--- src/rtl/if_stage.sv ---
// Fetch stage and IF/ID pipeline register: next-PC selection, instruction latch,
// and saturating stall/flush counters for predictor evaluation.
module if_stage #(
  parameter logic [31:0] RESET_PC = 32'h0000_0000,
  parameter logic [31:0] NOP_INST = 32'h0000_0013,
  parameter int          CNT_W    = 32
) (
  input  logic             clk,
  input  logic             rst_n,
  input  logic             PC_Write,
  input  logic             IFID_Write,
  input  logic             Flush,
  input  logic [31:0]      Redirect_PC,
  input  logic             Pred_Taken,
  input  logic [31:0]      Pred_Target,
  input  logic [31:0]      IMEM_Inst,
  output logic [31:0]      IMEM_Addr,
  output logic [31:0]      IFID_PC,
  output logic [31:0]      IFID_Inst,
  output logic             IFID_PredTaken,
  output logic             IFID_Valid,
  output logic [CNT_W-1:0] Stall_Cnt,
  output logic [CNT_W-1:0] Flush_Cnt
);

  localparam logic [31:0]      ALIGN_MASK = 32'hFFFF_FFFC;
  localparam logic [CNT_W-1:0] CNT_ONE    = {{(CNT_W-1){1'b0}}, 1'b1};
  localparam logic [CNT_W-1:0] CNT_MAX    = {CNT_W{1'b1}};

  logic [31:0]      pc_q, pc_d;
  logic [31:0]      ifid_pc_q, ifid_pc_d;
  logic [31:0]      ifid_inst_q, ifid_inst_d;
  logic             ifid_pred_q, ifid_pred_d;
  logic             ifid_valid_q, ifid_valid_d;
  logic [CNT_W-1:0] stall_cnt_q, stall_cnt_d;
  logic [CNT_W-1:0] flush_cnt_q, flush_cnt_d;

  // Next PC: redirect beats prediction beats sequential fetch; targets are word-aligned
  always_comb begin
    pc_d = pc_q;
    if (Flush) begin
      pc_d = Redirect_PC & ALIGN_MASK;
    end else if (PC_Write && Pred_Taken) begin
      pc_d = Pred_Target & ALIGN_MASK;
    end else if (PC_Write) begin
      pc_d = pc_q + 32'd4;
    end else begin
      pc_d = pc_q;
    end
  end

  // IF/ID register: a flush injects a bubble regardless of IFID_Write
  always_comb begin
    ifid_pc_d    = ifid_pc_q;
    ifid_inst_d  = ifid_inst_q;
    ifid_pred_d  = ifid_pred_q;
    ifid_valid_d = ifid_valid_q;
    if (Flush) begin
      ifid_pc_d    = 32'h0000_0000;
      ifid_inst_d  = NOP_INST;
      ifid_pred_d  = 1'b0;
      ifid_valid_d = 1'b0;
    end else if (IFID_Write) begin
      ifid_pc_d    = pc_q;
      ifid_inst_d  = IMEM_Inst;
      ifid_pred_d  = Pred_Taken;
      ifid_valid_d = 1'b1;
    end else begin
      ifid_pc_d    = ifid_pc_q;
      ifid_inst_d  = ifid_inst_q;
      ifid_pred_d  = ifid_pred_q;
      ifid_valid_d = ifid_valid_q;
    end
  end

  // Saturating counters; a stall coinciding with a flush is not a stall
  always_comb begin
    stall_cnt_d = stall_cnt_q;
    flush_cnt_d = flush_cnt_q;
    if (!PC_Write && !Flush && (stall_cnt_q != CNT_MAX)) begin
      stall_cnt_d = stall_cnt_q + CNT_ONE;
    end else begin
      stall_cnt_d = stall_cnt_q;
    end
    if (Flush && (flush_cnt_q != CNT_MAX)) begin
      flush_cnt_d = flush_cnt_q + CNT_ONE;
    end else begin
      flush_cnt_d = flush_cnt_q;
    end
  end

  // State registers with synchronous active-low reset
  always_ff @(posedge clk) begin
    if (!rst_n) begin
      pc_q         <= RESET_PC;
      ifid_pc_q    <= 32'h0000_0000;
      ifid_inst_q  <= NOP_INST;
      ifid_pred_q  <= 1'b0;
      ifid_valid_q <= 1'b0;
      stall_cnt_q  <= {CNT_W{1'b0}};
      flush_cnt_q  <= {CNT_W{1'b0}};
    end else begin
      pc_q         <= pc_d;
      ifid_pc_q    <= ifid_pc_d;
      ifid_inst_q  <= ifid_inst_d;
      ifid_pred_q  <= ifid_pred_d;
      ifid_valid_q <= ifid_valid_d;
      stall_cnt_q  <= stall_cnt_d;
      flush_cnt_q  <= flush_cnt_d;
    end
  end

  assign IMEM_Addr      = pc_q;
  assign IFID_PC        = ifid_pc_q;
  assign IFID_Inst      = ifid_inst_q;
  assign IFID_PredTaken = ifid_pred_q;
  assign IFID_Valid     = ifid_valid_q;
  assign Stall_Cnt      = stall_cnt_q;
  assign Flush_Cnt      = flush_cnt_q;

endmodule
--- config.mk ---
export PLATFORM = sky130hd
export DESIGN_NAME = if_stage
export DESIGN_NICKNAME = d
export VERILOG_FILES = /design/src/rtl/if_stage.sv
export SDC_FILE = /design/constraint.sdc
export NUM_CORES = 1
export LEC_CHECK = 0
export ABC_CLOCK_PERIOD_IN_PS = 4750
export CORE_ASPECT_RATIO = 1.4
export CORE_MARGIN = 5
export CORE_UTILIZATION = 49
export CTS_CLUSTER_SIZE = 14
export DETAILED_ROUTE_END_ITERATION = 10
export GPL_TIMING_DRIVEN = 0
export PLACE_DENSITY = 0.86
export SLEW_MARGIN = 30
export SYNTH_ARGS = -nofsm -noshare
export SYNTH_HDL_FRONTEND = slang
export SYNTH_SLANG_ARGS = --single-unit
--- constraint.sdc ---
create_clock -name clk -period 4.75 [get_ports clk]
set_input_delay 1.425 -clock clk [delete_from_list [all_inputs] [get_ports clk]]
set_output_delay 1.425 -clock clk [all_outputs]
set_load 0.1 [all_outputs]
Yosys cells after proc, flatten, opt, wreduce, memory -nomap -nowiden --
Index checks and enable logic that the tools add are counted.
Operators by class: $add $sub $neg 3, reductions and logical operators 9, mux-type cells 3, equality and inequality tests 2, bitwise operators 1
Operators by type and width (count):
- 32-bit two-way mux | 3
- 32-bit by 1-bit adder with 32-bit output, second input constant | 2
- 32-bit inequality test, second input constant | 2
- 32-bit by 3-bit adder with 32-bit output, second input constant | 1
- 1-bit logical AND | 4
- 3-bit nonzero test | 1
- 3-bit OR reduction | 1
- 1-bit zero test | 2
- 2-bit OR reduction | 1
- 1-bit NOT | 1
Word-level totals: input port bits 102, word-level logic and storage cells 26, output and inout bits 162, register bits 162

Logic depth before layout (Yosys ltp) --
Gate-level depths: netlist (run 1).
depth in word-level cells 4, mapped depth 8, depth with buffers taken out 7

Least setup slack after synthesis (run 1) --
Ideal clock, no wire load.
kind flip-flop to flip-flop, start register pc_q[2], in the netlist IMEM_Addr[2], end register pc_q[28], in the netlist IMEM_Addr[28], path slack 1.833 ns, path buffers 0, clock period less this slack 2.917 ns, data required time 4.633 ns, arrival 2.800 ns, cell stages (with the launch flop) 8, library setup time 0.117 ns, path through dfxtp_1 ha_1 nand4_4 or4_4 nor4_1 mux2i_1 a21oi_1 a22o_1
Between the ends: cells in the longest elaborated chain, start to end 4
RTL lines:
- from (decl) | RTL line 30 | logic [31:0] pc_q, pc_d;
- from (signal assigned) | RTL line 103 | pc_q <= pc_d;
- 32-bit by 3-bit adder with 32-bit output | RTL line 46 | pc_d = pc_q + 32'd4;
- 32-bit two-way mux | RTL line 45 | end else if (PC_Write) begin
- 32-bit two-way mux | RTL line 43 | end else if (PC_Write && Pred_Taken) begin
- 32-bit two-way mux | RTL line 41 | if (Flush) begin
Every way passes these cells. The select of a mux whose other input is x is not followed. A chain may end at the register's enable or synchronous reset.

Worst setup path after layout (run 1) --
start register pc_q[4], in the netlist IMEM_Addr[4], end output port IMEM_Addr[4]
RTL lines:
- to (decl) | RTL line 17 | output logic [31:0] IMEM_Addr,
No word-level cell between the ends.

==> results of run 1 <==
-- placed cells by master, fill, tap and decap left out, types with 9 or more instances in the layout --
cell	netlist	layout
o21ai_0	32	32
nand2_1	60	60
clkdlybuf4s50_1	0	251
nand3_1	39	39
nor4_1	18	18
nand4_1	25	25
clkbuf_1	36	37
or3_1	16	16
nor2_1	138	138
mux2i_1	76	76
a21oi_1	40	40
and4_1	9	9
xnor2_1	32	32
clkbuf_16	0	17
dfxtp_1	158	158
xor2_1	25	25
inv_1	13	13
o221ai_1	10	10
nor3_1	24	24
and3_1	15	15
-- cells by family after synthesis --
logic type,Yosys count,synth area share (%)
other,1,0.0508
flip-flops,158,42.8
buffers and inverters,66,3.85
XOR/XNOR,57,6.76
multiplexers,77,10.5
AO/OA/AOI/OAI,127,11.2
adder cells (fa/ha/maj),3,0.509
AND/OR/NAND/NOR,361,24.3
-- how the worst min path moves through the flow --
| stage | slack [ps] | endpoint | depth (start not counted) | start |
|---|---|---|---|---|
| after floorplan | 910 | IFID_Valid$_SDFFE_PP0P_ | 2 | IFID_Valid$_SDFFE_PP0P_ |
| after global placement | 450 | IFID_Valid$_SDFFE_PP0P_ | 2 | IFID_Valid$_SDFFE_PP0P_ |
| after detailed placement | 460 | IFID_Inst[4]$_SDFFE_PP1P_ | 2 | IFID_Inst[4]$_SDFFE_PP1P_ |
| after CTS | 480 | IFID_Valid$_SDFFE_PP0P_ | 2 | IFID_Valid$_SDFFE_PP0P_ |
| after global routing | 500 | IFID_Valid$_SDFFE_PP0P_ | 2 | IFID_Valid$_SDFFE_PP0P_ |
| final | 480 | IFID_Inst[4]$_SDFFE_PP1P_ | 2 | IFID_Inst[4]$_SDFFE_PP1P_ |
-- worst min-delay path: stages (launching register included) --
cell and delay, ps:
dfxtp_1 330, mux2i_1 70, nand2_1 60
-- final cells by class --
class	instances	share of cell area, %
diodes	3	0.0700
well taps	192	2.24
flip-flops and latches	158	29.5
multi-input cells	629	36.8
inverters	15	0.525
clock inverters	12	0.945
clock buffers	20	4.26
plain buffers	51	2.12
repair buffers	253	23.5
-- sequential cells by signal (all words and copies together), names as in the netlist --
register        cells
IFID_PC            30
IMEM_Addr          30
IFID_Valid          1
Flush_Cnt          32
IFID_Inst          32
IFID_PredTaken      1
Stall_Cnt          32
-- metrics by stage --
step	cell area (um2)	worst slack (ps)	utilization, %	std cells
6_report	10700	1120	71.9	1333
2_1_floorplan	7390	1830	-	853
4_1_cts	10700	1130	71.9	1330
3_3_place_gp	10200	1030	68.1	1298
5_1_grt	10700	1090	71.9	1333
3_5_place_dp	10200	942	68.1	1298
-- report_power, final --
| group | internal, mW | switching [mW] |
|---|---|---|
| Clock | 0.708 | 0.591 |
| Combinational | 0.195 | 0.418 |
| Sequential | 1.36 | 0.0465 |
-- per-layer routing --
metal / up-vias / part of all wire (%) / GRT usage (%)
li1: 3580 / - / -
met1: 3484 / 36 / 29.7
met2: 342 / 51 / 49.3
met3: 70 / 9.2 / 8.79
met4: 0 / 3.8 / 12.2
met5: - / 0 / 0
==> impl_metrics.env, run 1 <==
export IMPL_cts_tree="yes"
export IMPL_cpLargestDelayFamily="buffers and inverters"
export IMPL_critical_path_class="reg -> out"
export IMPL_crit_required_ps=3320
export IMPL_period_minus_slack_ps=3630
export IMPL_max_freq_mhz=276
export IMPL_synth_area_leaders="dfxtp_1 (43%), mux2i_1 (10%), nor2_1 (7.0%), xnor2_1 (3.8%), nand2_1 (3.1%)"
export IMPL_drtPass1Iterations=5
export IMPL_max_slew_worst_pin_slew_ps=1020
export IMPL_path_depth=1
export IMPL_crit_start="IMEM_Addr[4]$_SDFFE_PN0P_"
export IMPL_grt_max_degree=17
export IMPL_yosysWarnings=0
export IMPL_drc=0
export IMPL_routed_wl_um=24700
export IMPL_h_tree_depth=4
export IMPL_die_h_um=155
export IMPL_reg2reg_from="IMEM_Addr[2]$_SDFFE_PN0P_"
export IMPL_synthDistinctLibCells=63
export IMPL_hold_buffers=0
export IMPL_synth_edf_count=0
export IMPL_slowest_delay_ps=1220
export IMPL_crit_slowest_cell="clkdlybuf4s50_1"
export IMPL_hold_viol_final=0
export IMPL_drt_antenna_violating_nets=0
export IMPL_setup_viol=0
export IMPL_p_total_mw=3.32
export IMPL_path_clk_slew_ps=70
export IMPL_start_util_pct=49.5
export IMPL_cts_buffer_depth=2
export IMPL_synth_common_cells="dfxtp_1 (158), nor2_1 (138), mux2i_1 (76), nand2_1 (60), a21oi_1 (40)"
export IMPL_fillers=1219
export IMPL_leakage_nw=3.90
export IMPL_synth_seq_area_share_pct=42.8
export IMPL_drv_slew=0
export IMPL_wl_per_cell_um=18.5
export IMPL_hold_path_class="reg -> reg"
export IMPL_ir_drop_v=0.000217
export IMPL_grt_pass1_wl_um=39000
export IMPL_worst_path_buf_inv=1
export IMPL_cp_arrival_ps=2200
export IMPL_cts_sinks=158
export IMPL_rsz0062_at_grt="false"
export IMPL_avgSynthCellArea_um2=8.68
export IMPL_finalSetupTns_ps=0
export IMPL_rrSetupSlack_ps=2260
export IMPL_synth_top_area_share_pct=42.8
export IMPL_end_kind="output port"
export IMPL_seqCellArea_mm2=0.00316
export IMPL_grt_total_usage_pct=27.7
export IMPL_num_rows=53
export IMPL_relSlewSlack_pct=31.9
export IMPL_syn_cell_area_mm2=0.00738
export IMPL_portBuffers=253
export IMPL_post_cts_buffers=0
export IMPL_clockRootBuffer="clkbuf_16"
export IMPL_gp_congestion=0.922
export IMPL_synth_top_area_cell="dfxtp_1"
export IMPL_async_flop_share_pct=0
export IMPL_drive_above_1_share_pct=5.18
export IMPL_gr_total_overflow=0
export IMPL_clk_latency_ps=420
export IMPL_yosys_register_bits=158
export IMPL_critical_path_max_fanout=9
export IMPL_hpwl_um=18900
export IMPL_multi_input_area_mm2=0.00395
export IMPL_syn_to_final_growth_pct=45.2
export IMPL_yosysMostFrequentCell="dfxtp_1"
export IMPL_cts_made_buffers=17
export IMPL_drtIter0Drc=480
export IMPL_die_w_um=114
export IMPL_status="finished, final reports clean"
export IMPL_dr_total_vias=7476
export IMPL_via_per_inst=5.61
export IMPL_power_density_mw_per_mm2=309
export IMPL_core_area_mm2=0.0149
export IMPL_timing_rr_end="IMEM_Addr[28]$_SDFFE_PN0P_"
export IMPL_start_kind="register"
export IMPL_hold_ws_ps=482
export IMPL_synth_main_ff_cell="dfxtp_1"
export IMPL_fp_dieArea_mm2=0.0177
export IMPL_worstSetupEndpoint="IMEM_Addr[4]"
export IMPL_worstPathCellList="clkdlybuf4s50_1"
export IMPL_cap_violations=0
export IMPL_first_global_vias=7478
export IMPL_ios=264
export IMPL_post_cts_resized=0
export IMPL_layout_nets=1230
export IMPL_min_period_over_period_pct=76.3
export IMPL_antenna_found_initial=3
export IMPL_netlist_instances=850
export IMPL_skew_ps=11.9
export IMPL_rr_worst_depth=7
Note: power is estimated with default switching activity, not from simulation.
==> run 2, diff against run 1 <==
Settings changed: ABC_CLOCK_PERIOD_IN_PS 4750 to 3600, CORE_UTILIZATION 49 to 45, PLACE_DENSITY 0.86 to 0.8.
Clock period 4.75 ns to 3.6 ns, I/O delays scaled along.
==> impl_metrics.env, run 2 (synthesis results as in run 1) <==
export IMPL_status="finished, final reports clean"
export IMPL_min_delay_start="IFID_Inst[0]$_SDFFE_PP1P_"
export IMPL_dr_total_vias=7317
export IMPL_num_rows=55
export IMPL_grt_total_usage_pct=25.2
export IMPL_gr_total_overflow=0
export IMPL_grt_pass1_wl_um=38600
export IMPL_end_kind="output port"
export IMPL_start_util_pct=45.6
export IMPL_finalSetupTns_ps=0
export IMPL_ios=264
export IMPL_grt_max_degree=17
export IMPL_start_kind="register"
export IMPL_final_cell_mix="clkdlybuf4s50_1 (252), dfxtp_1 (158), nor2_1 (138), mux2i_1 (76), nand2_1 (60)"
export IMPL_drc=0
export IMPL_comb_power_share_pct=18.2
export IMPL_portBuffers=253
export IMPL_reg2reg_from="IMEM_Addr[2]$_SDFFE_PN0P_"
export IMPL_drt_antenna_violating_nets=0
export IMPL_max_freq_mhz=302
export IMPL_layout_nets=1230
export IMPL_slowest_delay_ps=1240
export IMPL_drv_slew=0
export IMPL_fp_dieArea_mm2=0.0191
export IMPL_syn_to_final_growth_pct=45.6
export IMPL_hold_viol_final=0
export IMPL_drtPass1Iterations=6
export IMPL_cts_buffer_depth=2
export IMPL_hold_path_class="reg -> reg"
export IMPL_routed_wl_um=24700
export IMPL_core_area_mm2=0.0162
export IMPL_max_slew_worst_pin_slew_ps=1020
export IMPL_min_period_over_period_pct=91.9
export IMPL_p_total_mw=4.45
export IMPL_antenna_found_initial=0
export IMPL_crit_slowest_cell="clkdlybuf4s50_1"
export IMPL_rsz0062_at_grt="false"
export IMPL_first_global_vias=7135
export IMPL_antenna_cells=0
export IMPL_crit_start="IMEM_Addr[19]$_SDFFE_PN0P_"
export IMPL_hold_buffers=0
export IMPL_ir_drop_v=0.000335
export IMPL_hpwl_um=19100
export IMPL_clk_latency_ps=430
export IMPL_worst_path_buf_inv=1
export IMPL_via_per_inst=5.47
export IMPL_worstPathCellList="clkdlybuf4s50_1"
export IMPL_path_clk_slew_ps=70
export IMPL_die_h_um=162
export IMPL_cts_made_buffers=17
export IMPL_post_cts_resized=0
export IMPL_period_minus_slack_ps=3310
export IMPL_crit_required_ps=2520
export IMPL_leakage_nw=3.92
export IMPL_cpLargestDelayFamily="buffers and inverters"
export IMPL_cts_tree="yes"
export IMPL_critical_path_class="reg -> out"
export IMPL_p_seq_share_pct=41.7
export IMPL_cap_violations=0
export IMPL_post_cts_buffers=0
export IMPL_cts_sinks=158
export IMPL_final_common_cell="clkdlybuf4s50_1"
export IMPL_clockRootBuffer="clkbuf_16"
export IMPL_relSlewSlack_pct=31.5
export IMPL_critical_path_max_fanout=9
export IMPL_pwr_share_clk_pct=40.1
export IMPL_cp_arrival_ps=2230
export IMPL_p_switching_mw=1.42
export IMPL_hold_ws_ps=473
export IMPL_setup_viol=0
export IMPL_netSwitchingFraction_pct=31.9
export IMPL_power_density_mw_per_mm2=414
export IMPL_drtIter0Drc=364
export IMPL_h_tree_depth=4
export IMPL_drive_above_1_share_pct=5.18
export IMPL_internal_power_mw=3.03
export IMPL_gp_congestion=0.894
export IMPL_wl_per_cell_um=18.5
export IMPL_skew_ps=5.81
export IMPL_die_w_um=118
run 2: changes by cell type in the layout (fill, tap and decap cells not counted):
cell	before	now
diode_2	3	0
clkinvlp_4	3	1
bufinv_16	0	1
buf_2	5	4
inv_8	0	2
clkbuf_8	2	0
clkdlybuf4s50_1	251	252
inv_6	4	6
clkinv_2	0	1
clkbuf_1	37	36
clkinv_4	5	4
run 2: layout make-up:
| cell class | instances | area [um2] |
|---|---|---|
| Fill cell | 1384 | 5420 |
| Multi-Input combinational cell | 629 | 3950 |
| Sequential cell | 158 | 3160 |
| Timing Repair Buffer | 253 | 2530 |
| Clock buffer | 17 | 425 |
| Tap cell | 199 | 249 |
| Buffer | 51 | 228 |
| Clock inverter | 15 | 153 |
| Inverter | 15 | 56.3 |
run 2: metal layers:
layer	track usage, %	vias to the layer above	share of wire (%)
li1	-	3574	-
met1	27.1	3406	37
met2	45.9	294	51
met3	8.20	43	8.7
met4	8.92	0	2.7
met5	0	-	0
run 2: power groups by stage:
stage                     Sequential, mW  Clock, mW  Combinational (mW)
final                               1.86       1.78               0.808
after CTS                           1.85       1.81               0.810
after global placement              1.89          0               0.803
after global routing                1.86       1.89               0.845
after detailed placement            1.89          0               0.808
after floorplan                     2.21          0               0.217
run 2: through the flow:
stage | utilization (%) | std cells | setup slack (ps) | instance area [um2]
6_report | 66.5 | 1337 | 293 | 10700
5_1_grt | 66.5 | 1337 | 248 | 10700
4_1_cts | 66.5 | 1337 | 297 | 10700
3_5_place_dp | 62.9 | 1305 | 222 | 10200
3_3_place_gp | 62.9 | 1305 | 175 | 10200
2_1_floorplan | - | 853 | 683 | 7390
run 2: path summary, 6_finish.rpt:
path	to	slack, ps	cells after the start
setup / recovery	IMEM_Addr[19]	290	1
hold / removal	IFID_Inst[0]$_SDFFE_PP1P_	470	2
setup reg to reg	IMEM_Addr[28]$_SDFFE_PN0P_	1140	7
hold reg to reg	IFID_Inst[0]$_SDFFE_PP1P_	470	2
